File: config.mk
export PLATFORM = sky130hd
export DESIGN_NAME = console_out
export DESIGN_NICKNAME = d
export VERILOG_FILES = /design/src/rtl/console_out.sv
export SDC_FILE = /design/constraint.sdc
export NUM_CORES = 1
export LEC_CHECK = 0
export ABC_AREA = 1
export ABC_CLOCK_PERIOD_IN_PS = 5700
export CAP_MARGIN = 25
export CORE_MARGIN = 2
export CORE_UTILIZATION = 60
export CTS_BUF_LIST = sky130_fd_sc_hd__clkbuf_16
export DETAILED_ROUTE_END_ITERATION = 8
export PLACE_DENSITY = 0.92
export SYNTH_ARGS = -nofsm -noshare
export SYNTH_HDL_FRONTEND = slang
export SYNTH_SLANG_ARGS = --single-unit
File: constraint.sdc
create_clock -name clk -period 5.7 [get_ports clk]
set_clock_uncertainty 0.1 [all_clocks]
set_input_delay 1.14 -clock clk [delete_from_list [all_inputs] [get_ports clk]]
set_output_delay 1.14 -clock clk [all_outputs]
set_load 0.1 [all_outputs]
File: src/rtl/console_out.sv
// console_out: CPU-side character output port.
//   The CPU pushes 16-bit words. Only the 7-bit ASCII field is kept, in a small
//   FIFO. A pacing FSM pops one character at a time and presents it on an
//   8-bit terminal port: bit 7 is the strobe and bits 6:0 carry the character.
//   A registered status word reports overflow, activity and the fill level.
// Ports:
//   clk     rising-edge clock
//   rst     asynchronous active-low reset
//   in_en   write strobe; one push per cycle
//   in      write data; only in[6:0] is stored
//   out_en  status read strobe; samples status and clears overflow
//   status  {overflow, active, 6'b0, count[7:0]}
//   busy    terminal not ready; only looked at while idle
//   out     {strobe, char}
module console_out #(
    parameter int DEPTH  = 8,
    parameter int ADDR_W = 3,
    parameter int HOLD   = 2
) (
    input  logic        clk,
    input  logic        rst,
    input  logic        in_en,
    input  logic [15:0] in,
    input  logic        out_en,
    output logic [15:0] status,
    input  logic        busy,
    output logic [7:0]  out
);

    localparam int HW = (HOLD > 1) ? $clog2(HOLD) : 1;
    localparam logic [HW-1:0]   HOLD_INIT = HW'(HOLD - 1);
    localparam logic [ADDR_W:0] CNT_FULL  = (ADDR_W + 1)'(DEPTH);

    typedef enum logic [1:0] {IDLE, STROBE, GAP} state_t;

    state_t                      state;
    logic [DEPTH-1:0][6:0]       mem;
    logic [ADDR_W-1:0]           wr_ptr;
    logic [ADDR_W-1:0]           rd_ptr;
    logic [ADDR_W:0]             count;
    logic [HW-1:0]               hold_cnt;
    logic                        overflow;

    logic full;
    logic push;
    logic pop;
    logic ovf_set;

    // Upper write bits are ignored by design.
    logic unused_in;
    assign unused_in = &{1'b0, in[15:7]};

    // Fullness is judged on the pre-edge count, so a write while full is
    // dropped even if the FSM pops on the same edge.
    assign full    = (count == CNT_FULL);
    assign push    = in_en && !full;
    assign ovf_set = in_en && full;
    assign pop     = (state == IDLE) && (count != '0) && !busy;

    // Storage needs no reset: pointers and count define what is valid.
    always_ff @(posedge clk) begin
        if (push) mem[wr_ptr] <= in[6:0];
    end

    always_ff @(posedge clk or negedge rst) begin
        if (!rst) begin
            wr_ptr   <= '0;
            rd_ptr   <= '0;
            count    <= '0;
            overflow <= 1'b0;
            status   <= '0;
            state    <= IDLE;
            hold_cnt <= '0;
            out      <= '0;
        end else begin
            if (push) wr_ptr <= wr_ptr + 1'b1;
            if (pop)  rd_ptr <= rd_ptr + 1'b1;

            case ({push, pop})
                2'b10:   count <= count + 1'b1;
                2'b01:   count <= count - 1'b1;
                default: count <= count;
            endcase

            // A read reports and clears overflow; a fresh overflow on the
            // same edge wins.
            if (out_en)
                status <= {overflow, (state != IDLE), 6'b0, 8'(count)};
            if (ovf_set)
                overflow <= 1'b1;
            else if (out_en)
                overflow <= 1'b0;

            case (state)
                IDLE: begin
                    if (pop) begin
                        out      <= {1'b1, mem[rd_ptr]};
                        hold_cnt <= HOLD_INIT;
                        state    <= STROBE;
                    end else begin
                        out <= '0;
                    end
                end
                STROBE: begin
                    if (hold_cnt == '0) begin
                        out   <= '0;
                        state <= GAP;
                    end else begin
                        hold_cnt <= hold_cnt - 1'b1;
                    end
                end
                GAP: begin
                    // Guarantees a low cycle before the next pop can happen.
                    out   <= '0;
                    state <= IDLE;
                end
                default: begin
                    out   <= '0;
                    state <= IDLE;
                end
            endcase
        end
    end

endmodule

==> results.ini <==
[outcome]
status = complete, no violations

[sta]
maxSlewViolCount = 0
setup_tns_ns = 0
post-route-period-util = 0.540
setup_violations = 0
rsz0062_at_grt = false
slew_headroom = 0.292
hold_viol_final = 0
clock.fmax_ghz = 0.325
period_needed_ns = 3.08
worst_pin_slew_ns = 1.06
worst_hold_slack_ns = 0.326

[worst_setup_path]
worst-setup-path-type = flip-flop to output port
cp_cell_sequence = clkdlybuf4s50_1
path_buf_inv = 1
cp_slowest_cell = clkdlybuf4s50_1
required_ns = 4.46
reg2reg_from = count[0]
crit_arrival_ns = 1.84
end_kind = output port
crit_fanout = 2
cp-start-kind = flip-flop
critical_path.max_stage_delay_ns = 1.14
crit_family = buffers and inverters
crit_start = out[4]

[placement]
dp.final_hpwl_um = 4940
place_congestion = 0.773
io_buffer_count = 25

[clock_network]
cts_made_buffers = 9
clock-root-buffer = clkbuf_16
post-cts-setup-buffers = 0
tritoncts = done
cts_resized = 0
cts_buffer_depth = 2
postCtsHoldBufs = 0
clock-sinks = 84
h-tree-depth = 3
clk_latency_ns = 0.34
clk_transition_reported_paths_ns = 0.06

[job]
drv_cap = 0

[finish]
nFillCells = 373
seq_area_um2 = 2380
multi_input_area_um2 = 1070
finalCoreUtilization = 0.712
drive_above_1_share = 0.0596
area_delta_synth_final_pct = 13.5
num-nets-final = 424
n_antenna_cell = 0

[yosys]
synth_cell_types = 28
ys_top_cells_by_area = edfxtp_1 (45%), dfrtp_1 (19%), nand2_1 (9.8%)
syn_area_per_cell_um2 = 10.0
synthArstFlopShare = 0.333
synth.most_common_cell = nand2_1
synth_largest_area_cell = edfxtp_1
yosysWarningCount = 0
synth_edf_count = 56
synth_ff_type = edfxtp_1
synth_seq_area_share = 0.634
ys_ff_latch = 84
syn_area_um2 = 3760
synth_top_area_frac = 0.447
ys_top_cells_by_count = nand2_1 (98), edfxtp_1 (56), inv_1 (44)
syn_inst = 374

[grt]
first_global_vias = 2572
grt_max_degree = 31
antenna_found_initial = 0
grtUsageTotal = 0.230
grt_pass1_wl_um = 12200
grt-ovfl-total = 0

[floorplanning]
core_area_um2 = 5990
std_cell_rows = 28
start_util = 0.627
io_pins = 45
die_area_um2 = 6910
die_h_um = 83.1
dieWidth_um = 83.1

[power_and_ir_drop]
ir_worst_vdd_v = 0.000452
power_leakage_uw = 0.00189
cellPowerDensity_nw_per_um2 = 561

[worst_hold_path]
min-delay-start = hold_cnt
hp-class = flip-flop to flip-flop

[routing]
vias = 2552
wl_per_cell_um = 15.4
ant_nets = 0
drt-initial-drc-count = 207
post-route-drc-count = 0
drt-pass1-iter-count = 4
totalWireLength_um = 7380
avgViaCountPerCell = 5.34

==> metal layers <==
layer / routed length (um) / GRT usage / share of wire
met3: 539 / 0.0606 / 0.073
met4: 207 / 0.112 / 0.028
met5: 0 / 0 / 0
met1: 3040 / 0.296 / 0.41
met2: 3590 / 0.364 / 0.49
==> sequential cells by signal (all words and copies together) (netlist names), 2 cells and up <==
register / count
state: 2
out: 8
count: 4
rd_ptr: 3
status: 6
mem: 56
wr_ptr: 3
==> stage by stage <==
step / instance area, um^2 / power (uW) / instances / setup slack (ns)
CTS: 4270 / 2390 / 478 / 2.62
global route: 4270 / 2530 / 478 / 2.53
finish: 4270 / 2390 / 478 / 2.62
floorplan: 3790 / 1660 / 383 / 3.11
detailed placement: 3990 / 1850 / 462 / 2.42
global placement: 3990 / 1790 / 462 / 2.48
==> area by class of cell <==
class	count	area share
clock inverter	6	0.00675
sequential	84	0.559
inverter	47	0.0419
tap	75	0.0220
timing repair buffer	26	0.0604
clock buffer	10	0.0587
multi-input combinational	230	0.252
==> placed cells by master, fill, tap and decap left out, drive strengths merged <==
| cell | Yosys | final |
|---|---|---|
| a21oi | 2 | 2 |
| buf | 19 | 1 |
| clkbuf | 3 | 10 |
| clkdlybuf4s50 | 0 | 25 |
| clkinv | 0 | 1 |
| conb | 1 | 10 |
| dfrtp | 28 | 28 |
| edfxtp | 56 | 56 |
| ha | 5 | 5 |
| inv | 47 | 52 |
| nand2 | 99 | 99 |
| nand3 | 40 | 40 |
| nor2 | 44 | 44 |
| o21ai | 11 | 11 |
| o21bai | 1 | 1 |
| or2 | 15 | 15 |
| xnor2 | 1 | 1 |
| xor2 | 2 | 2 |
==> path summary, 6_finish.rpt <==
path,end,slack (ns),depth (start not counted)
max in group asynchronous,wr_ptr[2],4.16,2
worst min register to register,state[1],0.33,1
worst max register to register,count[2],3.42,12
worst min-delay path,state[1],0.33,1
worst max-delay path,out[4],2.62,1
min in group asynchronous,out[0],1.08,2
==> cells by family (layout without fill, tap and decap cells) <==
kind of cell             after synthesis  in the layout  share of synthesized area
AO/OA/AOI/OAI                         14             14                     0.0263
XOR/XNOR                               3              3                    0.00699
adder cells (fa/ha/maj)                5              5                     0.0166
buffers and inverters                 69             89                     0.0895
flip-flops                            84             84                      0.634
other                                  1             10                   0.000998
AND/OR/NAND/NOR                      198            198                      0.226
==> where the power goes <==
group / leakage, uW / internal (uW) / switching, uW
registers: 0.000863 / 795 / 141
clock network: 0.000152 / 316 / 225
logic: 0.000879 / 257 / 661
No activity file was read; power rests on OpenSTA's default activity.
